===== src/rtl/ca_pkg.sv =====
// Shared definitions for the cellular-automaton row sequencer: boundary modes,
// FSM state encoding and the boundary-cell helper.
package ca_pkg;

   localparam logic [1:0] BM_WRAP = 2'b00;
   localparam logic [1:0] BM_ZERO = 2'b01;
   localparam logic [1:0] BM_ONE  = 2'b10;

   typedef enum logic [1:0] {
      ST_IDLE = 2'd0,
      ST_RUN  = 2'd1,
      ST_DONE = 2'd2
   } state_e;

   // Value seen beyond the row edge; mode 2'b11 behaves as wrap.
   function automatic logic boundary_bit(input logic [1:0] bmode, input logic wrap_bit);
      logic b;
      case (bmode)
         BM_ZERO: b = 1'b0;
         BM_ONE:  b = 1'b1;
         default: b = wrap_bit;
      endcase
      return b;
   endfunction

endpackage


===== src/rtl/ca_next_row.sv =====
// Combinational next-generation function: each cell looks up the 8-bit rule
// with its {left, self, right} neighbourhood.
module ca_next_row
   import ca_pkg::*;
#(
   parameter int WIDTH = 80
) (
   input  logic [WIDTH-1:0] row,
   input  logic [7:0]       rule,
   input  logic [1:0]       bmode,
   output logic [WIDTH-1:0] nxt
);

   logic left_edge;
   logic right_edge;

   assign left_edge  = boundary_bit(bmode, row[WIDTH-1]);
   assign right_edge = boundary_bit(bmode, row[0]);

   for (genvar i = 0; i < WIDTH; i++) begin : g_cell
      logic l;
      logic r;
      if (i == 0) begin : g_l_edge
         assign l = left_edge;
      end else begin : g_l_in
         assign l = row[i-1];
      end
      if (i == WIDTH-1) begin : g_r_edge
         assign r = right_edge;
      end else begin : g_r_in
         assign r = row[i+1];
      end
      assign nxt[i] = rule[{l, row[i], r}];
   end

endmodule


===== src/rtl/ca_row_sequencer.sv =====
// Elementary cellular-automaton engine: streams NGEN generations of a WIDTH-cell
// row over a valid/ready interface, starting with the seed row.
//
// state   | meaning
// ST_IDLE | waiting; seed_load and start accepted here only
// ST_RUN  | row_valid high, one generation advanced per accepted beat
// ST_DONE | one-cycle done pulse, then back to idle
module ca_row_sequencer
   import ca_pkg::*;
#(
   parameter int WIDTH = 80,
   parameter int CW    = 16
) (
   input  logic             clk,
   input  logic             rst_n,
   input  logic             seed_load,
   input  logic [WIDTH-1:0] seed,
   input  logic [7:0]       rule,
   input  logic [1:0]       bmode,
   input  logic             start,
   input  logic [CW-1:0]    ngen,
   output logic [WIDTH-1:0] row_data,
   output logic             row_valid,
   input  logic             row_ready,
   output logic             busy,
   output logic             done,
   output logic [CW-1:0]    gen_count
);

   state_e           state_q, state_d;
   logic [WIDTH-1:0] row_q, row_d, row_nxt;
   logic [7:0]       rule_q, rule_d;
   logic [1:0]       bmode_q, bmode_d;
   logic [CW-1:0]    ngen_q, ngen_d;
   logic [CW-1:0]    gen_count_q, gen_count_d;
   logic             beat;
   logic             last_beat;

   ca_next_row #(.WIDTH(WIDTH)) u_next_row (
      .row   (row_q),
      .rule  (rule_q),
      .bmode (bmode_q),
      .nxt   (row_nxt)
   );

   // Handshake derived from registered state only, so ready never feeds valid.
   assign beat      = (state_q == ST_RUN) && row_ready;
   assign last_beat = (gen_count_q == ngen_q - CW'(1));

   always_ff @(posedge clk or negedge rst_n) begin
      if (!rst_n) begin
         state_q <= ST_IDLE;
      end else begin
         state_q <= state_d;
      end
   end

   always_ff @(posedge clk or negedge rst_n) begin
      if (!rst_n) begin
         row_q       <= '0;
         rule_q      <= '0;
         bmode_q     <= '0;
         ngen_q      <= '0;
         gen_count_q <= '0;
      end else begin
         row_q       <= row_d;
         rule_q      <= rule_d;
         bmode_q     <= bmode_d;
         ngen_q      <= ngen_d;
         gen_count_q <= gen_count_d;
      end
   end

   always_comb begin
      state_d = state_q;
      case (state_q)
         ST_IDLE: begin
            if (start) begin
               state_d = (ngen == '0) ? ST_DONE : ST_RUN;
            end
         end
         ST_RUN: begin
            if (beat && last_beat) begin
               state_d = ST_DONE;
            end
         end
         ST_DONE: state_d = ST_IDLE;
         default: state_d = ST_IDLE;
      endcase
   end

   // Row keeps advancing on the final beat, so a later start continues the sequence.
   always_comb begin
      row_d       = row_q;
      rule_d      = rule_q;
      bmode_d     = bmode_q;
      ngen_d      = ngen_q;
      gen_count_d = gen_count_q;
      case (state_q)
         ST_IDLE: begin
            if (seed_load) begin
               row_d = seed;
            end
            if (start) begin
               rule_d      = rule;
               bmode_d     = bmode;
               ngen_d      = ngen;
               gen_count_d = '0;
            end
         end
         ST_RUN: begin
            if (beat) begin
               row_d       = row_nxt;
               gen_count_d = gen_count_q + CW'(1);
            end
         end
         default: ;
      endcase
   end

   always_comb begin
      row_data  = row_q;
      gen_count = gen_count_q;
      row_valid = (state_q == ST_RUN);
      busy      = (state_q == ST_RUN);
      done      = (state_q == ST_DONE);
   end

endmodule


===== config.mk =====
export PLATFORM = sky130hd
export DESIGN_NAME = ca_row_sequencer
export DESIGN_NICKNAME = d
export VERILOG_FILES = /design/src/rtl/ca_pkg.sv /design/src/rtl/ca_next_row.sv /design/src/rtl/ca_row_sequencer.sv
export SDC_FILE = /design/constraint.sdc
export NUM_CORES = 1
export LEC_CHECK = 0
export BUFFER_PORTS_ARGS = -buffer_cell sky130_fd_sc_hd__buf_2
export CAP_MARGIN = 15
export CORE_MARGIN = 4
export CORE_UTILIZATION = 45
export DETAILED_ROUTE_END_ITERATION = 7
export PLACE_DENSITY_LB_ADDON = 0.15
export SYNTH_ARGS = -nofsm -noshare
export SYNTH_HDL_FRONTEND = slang
export SYNTH_SLANG_ARGS = --single-unit

===== constraint.sdc =====
create_clock -name clk -period 2.7 [get_ports clk]
set_input_delay 0.405 -clock clk [delete_from_list [all_inputs] [get_ports clk]]
set_output_delay 0.405 -clock clk [all_outputs]
set_load 0.05 [all_outputs]

==> qor.txt, run 1 <==
WP data required = 2300 ps
Synthesized netlist cell count = 1085
Synth-to-Final Area Change = 16.9%
Share of cells above drive strength 1 = 39.7%
Final wirelength = 32.0 mm
Sequential area share after synthesis = 28.6%
Maximum VDD drop = 0.653 mV
Max_cap viols = 0
Slew @ Worst Pin = 847 ps
Setup crit start = state_q[1]
Reg2reg setup slack = 190 ps
Min-Delay Path Class = in2reg
DIE HEIGHT = 163 µm
Vias/cell = 6.16
Final worst-path cycle share = 95.3%
RSZ-0062 raised after global routing = no
Final Critical Period = 2570 ps
Critical path class = reg2out
Crit path cell chain = nand2b_4, inv_2, buf_4, buf_2
IO Pins = 210
Setup violators final = 0
Highest routed layer = met5
Clock Power Share = 13.3%
Routed wire length per instance = 21.1 µm
Power Total = 17400 µW
Core Area = 23600 µm²
Number of synthesized register bits = 124
CP endpoint = busy
Clock sinks = 124
TritonCTS buffer count = 17
Arrival time at the worst endpoint = 2170 ps
DRT antenna net count = 0
LEAKAGE = 0.00529 µW
Switch share = 47.1%
Setup crit end kind = output pin
Synth unique cells = 51
Critical-path cell with the highest stage delay = buf_4
Total gr overflow = 0
Mapped Nets = 1199
Psw = 8180 µW
Run status = completed
Crit path max fanout = 81
HPWL Detailed = 21.1 mm
Crit start category = register
WL met3 = 2.08 mm
P_int = 9170 µW
Max clock buf depth = 2
Mapped Area = 10900 µm²
Setup Fix Bufs, Post-CTS = 0
Commonest non-fill, non-tap cell in the layout = buf_2
Initial core utilization = 46.0%
Routed length on met1 = 13.8 mm
Nets@finish = 1303
Asr flop ratio synth = 100%
TritonRoute pass-1 iters = 5
Worst-path clk slew = 60 ps
Vias post-DR = 9368
Syn avg cell area = 10.0 µm²
Yosys top cell by area = mux4_2
YS warnings = 0
DRC = 0
Worst reg2reg endpoint = state_q[0]
CTS tree = yes
Skew-Pair Late Insertion Delay = 420 ps
Site row count = 56
Post-synth EDFFs = 0
Routability cong. = 0.857
First-pass GRT wire length = 52.1 mm
Logic pwr share = 60.7%
Proportion of netlist area held by the largest area contributor = 33.2%
Drt initial violations = 691
Worst reg2reg path depth = 8
H-tree levels = 4
Final Hold Violating Endpoints = 0
Total global-route track usage = 24.4%
Largest net degree at the start of global routing = 124
Met2 Wirelength = 15.6 mm
Dominant cells by area after synthesis = mux4_2 (33%), dfrtp_1 (29%), a21oi_1 (7.4%)
Most frequent cells in the layout = buf_2 (208), mux4_2 (160), a21oi_1 (160), nand2_1 (133), dfrtp_1 (116)
CTS Root Cell = clkbuf_16
Number of global-route vias before repair = 9330
Pins Over Slew Limit = 0
Slew HR = 43.6%
Finished Cell Area = 12700 µm²
Pwr dens = 1370 nW/µm²
Sequential cell fraction of total power = 26.0%
Die width = 163 µm
Main synth FF type = dfrtp_1
Reg2Reg Launch Point = ngen_q[0]
Placed cell areas = 12100 µm²
DIE AREA = 26700 µm²
Setup Skew = 15.1 ps
F_max = 389 MHz
Final TNS setup = 0 ps
Port Buffers = 209
Slowest cell delay on critical path = 600 ps
Initial antenna violation count = 2
-- final cells by class --
cell class | count | area (µm²)
inverters | 47 | 176
flip-flops and latches | 124 | 3110
fillers | 2153 | 10900
well taps | 319 | 399
repair buffers | 247 | 1440
clock buffers | 23 | 488
multi-input cells | 752 | 6980
diodes | 1 | 2.50
clock inverters | 7 | 88.8
-- registers in the layout (all words and copies together), names as in the netlist --
name       cells
row_data      80
gen_count     16
ngen_q        16
rule_q         8
bmode_q        2
state_q        2
-- cell usage after synthesis (2+ instances only) --
cell       number
a21oi_1       160
a21o_1          4
xor2_1         13
inv_1          46
a2111oi_0       2
clkbuf_1      152
o32ai_1         2
nand3_1         9
mux2i_1         6
and4_1          3
a211oi_1        3
nand4_1         3
nor3_2          2
dfrtp_1       124
and3_1         43
buf_1           6
nor3b_1         2
mux4_2        160
mux2_2         20
o21ai_1        42
nor4_1          6
or3_1           4
nor3_1          7
a2111oi_4       2
o21ai_0        13
nand2b_1        5
nor2_1         31
buf_2           2
o22ai_1        39
xnor2_1        18
nand2_1       133
or2_2           2
ha_1            3
-- per-layer routing --
| metal | vias up | global-route usage [%] |
|---|---|---|
| met5 | - | 0 |
| met4 | 4 | 5.99 |
| met3 | 36 | 4.09 |
| met2 | 366 | 39.3 |
| met1 | 4715 | 34.8 |
| li1 | 4247 | - |
-- worst max-delay path: cells and delay by family, from the launching register on --
kind                   cells  cell delay [ps]
buffers and inverters      3             1070
DFF                        1              440
and+or+nand+nor            1              190
-- per-stage QoR --
| step | worst slack (ps) | cells | utilization [%] | hold WS, ps |
|---|---|---|---|---|
| 2_1_floorplan | 262 | 1085 | - | 109 |
| 4_1_cts | 108 | 1519 | 53.7 | 186 |
| 5_1_grt | 24.4 | 1519 | 53.7 | 198 |
| 6_report | 128 | 1520 | 53.7 | 204 |
| 3_5_place_dp | 111 | 1488 | 51.2 | 440 |
| 3_3_place_gp | 162 | 1488 | 51.2 | 441 |
-- cell families after synthesis --
group / after synthesis / synth area share (%)
AOI/OAI and AO/OA: 273 / 14.0
and+or+nand+nor: 259 / 11.4
buffers and inverters: 209 / 7.35
muxes: 186 / 35.8
DFF: 124 / 28.6
xor gates and xnor gates: 31 / 2.50
adders and majority gates: 3 / 0.346
-- how the worst min path moves through the flow --
stage / start / endpoint / slack [ps] / depth (start not counted)
2_1_floorplan: rst_n / bmode_q[0] / 110 / 0
3_3_place_gp: rst_n / ngen_q[9] / 440 / 1
3_5_place_dp: rst_n / ngen_q[9] / 440 / 1
4_1_cts: ngen[12] / ngen_q[12] / 190 / 3
5_1_grt: ngen[12] / ngen_q[12] / 200 / 3
6_report: ngen[12] / ngen_q[12] / 200 / 3
-- timing repair --
| action | CTS | global route |
|---|---|---|
| resized for setup | 0 | 1 |
| endpoints found under the hold margin | 5 | 0 |
| endpoints found under the setup margin | 0 | 1 |
| hold buffers | 1 | 0 |
-- power by group through the flow --
stage	sequential, µW	combinational [µW]	clock, µW
after global routing	4790	11400	2450
after floorplan	4960	7770	0
after CTS	4550	10500	2360
after global placement	4550	10400	0
final	4520	10500	2310
after detailed placement	4580	10500	0
Note: power is estimated with default switching activity, not from simulation.
==> inputs of run 2 (changes only) <==
- SYNTH_HIERARCHICAL: unset -> 1
==> run 2 against run 1 <==
Clock-buffer cell count shrank 5; maximum frequency is 5.1% higher; core utilization increased by 0.085 points; highest routed layer unchanged.
==> qor.txt, run 2 <==
Run status = completed
Post-synth EDFFs = 0
Top-count cell post-synth = dfrtp_1
Setup crit start = ngen_q[0]
Total global-route track usage = 22.9%
DIE AREA = 27700 µm²
Share of cells above drive strength 1 = 42.0%
Crit path cell chain = inv_1, ha_1, or3b_4, nor4b_2, mux2_2, nor4_1, nand3_1, a22o_1
Synth-to-Final Area Change = 16.7%
CTS Root Cell = clkbuf_16
WP data required = 3000 ps
Placed cell areas = 12600 µm²
Largest delay share family, worst path = simple AND/OR/NAND/NOR gates
Number of synthesized register bits = 124
F_max = 409 MHz
DIE HEIGHT = 167 µm
Vias/cell = 6.31
Drt initial violations = 647
Skew-Pair Late Insertion Delay = 420 ps
Final worst-path cycle share = 90.6%
Sequential area share after synthesis = 27.4%
Maximum VDD drop = 0.831 mV
Final TNS setup = 0 ps
IO Pins = 210
Filler cell count = 2134
Multi-input logic area = 7730 µm²
DRC = 0
Asr flop ratio synth = 100%
Worst Hold Path Cells = 2
Clock sinks = 124
Syn avg cell area = 12.8 µm²
Initial antenna violation count = 3
Finished Cell Area = 13200 µm²
Max_cap viols = 0
Setup violators final = 0
Nets@finish = 1148
Critical-path cell with the highest stage delay = dfrtp_1
Main synth FF type = dfrtp_1
P_int = 9590 µW
Switch share = 46.0%
Slowest cell delay on critical path = 430 ps
Max clock buf depth = 2
Final Hold Violating Endpoints = 0
Site row count = 57
Mapped Nets = 1000
LEAKAGE = 0.00598 µW
Logic pwr share = 60.3%
Port Buffers = 209
Psw = 8160 µW
Max reg flops = 80
Synthesized netlist cell count = 886
First-pass GRT wire length = 51.1 mm
Top cells by count, synth = dfrtp_1 (124), mux4_1 (107), mux2_2 (101)
Arrival time at the worst endpoint = 2750 ps
Crit path depth = 8
Pwr dens = 1340 nW/µm²
Number of global-route vias before repair = 8384
Routability cong. = 0.841
Dominant cells by area after synthesis = dfrtp_1 (27%), mux4_1 (25%), mux4_2 (11%)
Initial core utilization = 46.1%
Sequential cell fraction of total power = 26.3%
Most frequent cells in the layout = buf_2 (208), dfrtp_1 (116), mux4_1 (107), mux2_2 (101), o21ai_0 (92)
Setup crit end kind = register
Critical path class = reg2reg
Min-Delay Path Class = in2reg
Core Area = 24500 µm²
CTS tree = yes
Pins Over Slew Limit = 0
Slew HR = 52.4%
Vias post-DR = 8655
Commonest non-fill, non-tap cell in the layout = buf_2
Die width = 167 µm
Worst-path clk slew = 60 ps
Yosys top cell by area = dfrtp_1
Hold_sp = rule[4]
H-tree levels = 4
Largest net degree at the start of global routing = 82
DRT antenna net count = 0
ANT cells = 0
TritonRoute pass-1 iters = 5
Crit path max fanout = 5
Proportion of netlist area held by the largest area contributor = 27.4%
Clock Power Share = 13.4%
Final Critical Period = 2450 ps
RSZ-0062 raised after global routing = no
TritonCTS buffer count = 17
Final wirelength = 32.3 mm
Reg2Reg Launch Point = ngen_q[0]
Reg area = 3110 µm²
Routed wire length per instance = 23.6 µm
Mapped Area = 11300 µm²
Synth unique cells = 49
Crit start category = register
Worst reg2reg path depth = 8
Slew @ Worst Pin = 715 ps
Setup Skew = 14.2 ps
Crit path buf inv count = 1
Total gr overflow = 0
YS warnings = 6
Power Total = 17700 µW
HPWL Detailed = 20.5 mm
run 2: cell count changes after synthesis, moves of 44 or more:
cell      before  now
a21oi_1      160    7
clkbuf_1     152   36
mux4_1         0  107
mux4_2       160   53
mux2_2        20  101
o21ai_0       13   92
mux2i_1        6   83
buf_2          2   48
nand2_1      133   89
run 2: stage by stage:
step | instances | worst slack [ps] | hold WS [ps] | util, %
after floorplan | 886 | 172 | 109 | -
after global placement | 1338 | 145 | 361 | 51.3
after detailed placement | 1338 | 111 | 363 | 51.3
after CTS | 1371 | 89.5 | 204 | 53.8
after global routing | 1371 | 98.9 | 205 | 53.8
final | 1371 | 253 | 228 | 53.8
run 2: kinds of logic (layout without fill, tap and decap cells):
| group | after synthesis | after routing | synth area share (%) |
|---|---|---|---|
| DFF | 124 | 124 | 27.4 |
| AOI/OAI and AO/OA | 115 | 115 | 5.50 |
| adders and majority gates | 3 | 3 | 0.332 |
| and+or+nand+nor | 161 | 161 | 6.67 |
| muxes | 348 | 348 | 53.3 |
| buffers and inverters | 106 | 267 | 4.48 |
| xor gates and xnor gates | 29 | 29 | 2.25 |
run 2: path summary, 6_finish.rpt:
path	end	slack, ps
setup reg to reg	state_q[0]	250
setup / recovery	state_q[0]	250
min in group asynchronous	gen_count[13]	470
hold / removal	rule_q[4]	230
max in group asynchronous	row_data[26]	1410
hold reg to reg	bmode_q[1]	520
run 2: power groups by stage:
stage | clock [µW] | combinational [µW] | sequential, µW
floorplan | 0 | 6880 | 6020
global placement | 0 | 10500 | 4670
detailed placement | 0 | 10700 | 4710
CTS | 2440 | 10700 | 4680
global route | 2520 | 11400 | 4900
finish | 2380 | 10700 | 4670
run 2: layer usage:
layer  share of wire (%)  global-route usage, %
met1                  46                   33.8
met2                  46                   34.9
met3                 5.7                   4.86
met4                 1.8                   5.91
met5                0.12                      0
run 2: cell type report:
class | instances | area share (%)
clock inverters | 14 | 1.19
clock buffers | 18 | 3.33
multi-input cells | 656 | 58.6
inverters | 3 | 0.0853
flip-flops and latches | 124 | 23.6
repair buffers | 232 | 10.2
well taps | 324 | 3.07
run 2: what timing repair did:
item / 4_1_cts / 5_1_grt
hold endpoints to repair: 42 / 0
endpoints found under the setup margin: 0 / 1
resized for setup: 0 / 2
setup buffers: 0 / 0
hold buffers: 1 / 0
==> inputs of run 3 (changes only) <==
- RECOVER_POWER: unset -> 50
==> run 3 against run 2 <==
Wire length barely moved; total power fell by 0.31%; combinational power hardly changed; cell area fell by 0.62%; setup slack better by 6.0 ps; maximum frequency increased by 0.25%; clock skew down 0.64 ps; non-clock buffer count unchanged.
==> qor.txt, run 3 (synthesized netlist as in run 2, its figures left out) <==
Crit path cell chain = inv_1, ha_1, or3b_4, nor4b_2, mux2_2, nor4_1, nand3_1, a22o_1
Routed wire length per instance = 23.6 µm
Most frequent cells in the layout = buf_2 (167), dfrtp_1 (116), mux4_1 (107), mux2_2 (101), o21ai_0 (92)
Setup Fix Bufs, Post-CTS = 0
Total gr overflow = 0
Setup Skew = 13.6 ps
Setup violators final = 0
Site row count = 57
DIE AREA = 27700 µm²
F_max = 410 MHz
Final worst-path cycle share = 90.4%
First-pass GRT wire length = 51.1 mm
Final Critical Period = 2440 ps
TritonRoute pass-1 iters = 5
Run status = completed
Filler cell count = 2159
Commonest non-fill, non-tap cell in the layout = buf_2
Min-Delay Path Class = in2reg
DRC = 0
Number of global-route vias before repair = 8384
Finished Cell Area = 13100 µm²
Core Area = 24500 µm²
TritonCTS buffer count = 17
Crit path depth = 8
Nets@finish = 1148
Drt initial violations = 569
ANT cells = 0
Pins Over Slew Limit = 0
Placed cell areas = 12600 µm²
Setup crit end kind = register
Largest net degree at the start of global routing = 82
Setup crit start = ngen_q[0]
Worst-path clk slew = 60 ps
IO Pins = 210
Worst Hold Path Cells = 2
Slowest cell delay on critical path = 430 ps
Crit path buf inv count = 1
Initial core utilization = 46.1%
Final TNS setup = 0 ps
Final Hold Violating Endpoints = 0
Worst reg2reg path depth = 8
Port Buffers = 209
Slew @ Worst Pin = 1160 ps
LEAKAGE = 0.00582 µW
Slew HR = 22.7%
Vias/cell = 6.30
Power Total = 17700 µW
Share of cells above drive strength 1 = 38.0%
CTS Root Cell = clkbuf_16
HPWL Detailed = 20.5 mm
Die width = 167 µm
Crit path max fanout = 5
Critical path class = reg2reg
Pwr dens = 1350 nW/µm²
Hold_sp = rule[4]
Final wirelength = 32.4 mm
Reg2Reg Launch Point = ngen_q[0]
Clock sinks = 124
RSZ-0062 raised after global routing = no
Routability cong. = 0.841
Crit start category = register
DIE HEIGHT = 167 µm
Vias post-DR = 8633
Max reg flops = 80
Total global-route track usage = 22.9%
Skew-Pair Late Insertion Delay = 420 ps
CTS tree = yes
Maximum VDD drop = 0.816 mV
Max_cap viols = 0
WP data required = 3000 ps
Largest delay share family, worst path = simple AND/OR/NAND/NOR gates
Critical-path cell with the highest stage delay = dfrtp_1
Initial antenna violation count = 3
Max clock buf depth = 2
Synth-to-Final Area Change = 16.0%
DRT antenna net count = 0
Arrival time at the worst endpoint = 2740 ps
H-tree levels = 4
==> run 3: final cells by class <==
| type | instances | area [µm²] | area share, % |
|---|---|---|---|
| Sequential cell | 124 | 3110 | 23.7 |
| Clock buffer | 18 | 439 | 3.35 |
| Multi-Input combinational cell | 656 | 7730 | 58.9 |
| Clock inverter | 14 | 158 | 1.20 |
| Inverter | 3 | 11.3 | 0.0858 |
| Tap cell | 324 | 405 | 3.09 |
| Timing Repair Buffer | 232 | 1260 | 9.60 |
==> run 3: path summary, 6_finish.rpt <==
| check | to | slack [ps] |
|---|---|---|
| worst max-delay path | state_q[0] | 260 |
| worst min-delay path | rule_q[4] | 230 |
| worst max register to register | state_q[0] | 260 |
| worst min register to register | bmode_q[1] | 520 |
| max in group asynchronous | row_data[1] | 450 |
| min in group asynchronous | gen_count[13] | 740 |
==> run 3: power breakdown <==
part	switching (µW)	total (µW)	internal, µW	leakage, µW
logic	5130	10600	5510	0.00401
registers	2060	4670	2610	0.00153
clock network	979	2380	1400	0.000284
==> run 3: worst register-to-register path: stages, from the launching register on <==
cell and delay (ps):
dfrtp_1 430, inv_1 90, ha_1 160, or3b_4 410
nor4b_2 280, mux2_2 360, nor4_1 260, nand3_1 130
a22o_1 210
==> run 3: stage by stage <==
step	std cells	hold WS, ps	worst slack, ps	utilization [%]
finish	1371	226	259	53.5
global placement	1338	361	145	51.3
detailed placement	1338	363	111	51.3
floorplan	886	109	172	-
CTS	1371	204	89.5	53.8
global route	1371	205	97.5	53.5
==> run 3: per-layer routing <==
| metal | up-vias | routed length, µm | track usage, % |
|---|---|---|---|
| met4 | 6 | 525 | 5.91 |
| met5 | - | 40 | 0 |
| met1 | 4415 | 14900 | 33.8 |
| met2 | 295 | 14900 | 34.9 |
| li1 | 3881 | - | - |
| met3 | 36 | 2040 | 4.86 |
==> run 3: what timing repair did <==
item | 4_1_cts | 5_1_grt
hold buffers | 1 | 0
gates resized for setup | 0 | 2
endpoints found under the setup margin | 0 | 1
endpoints found under the hold margin | 42 | 0
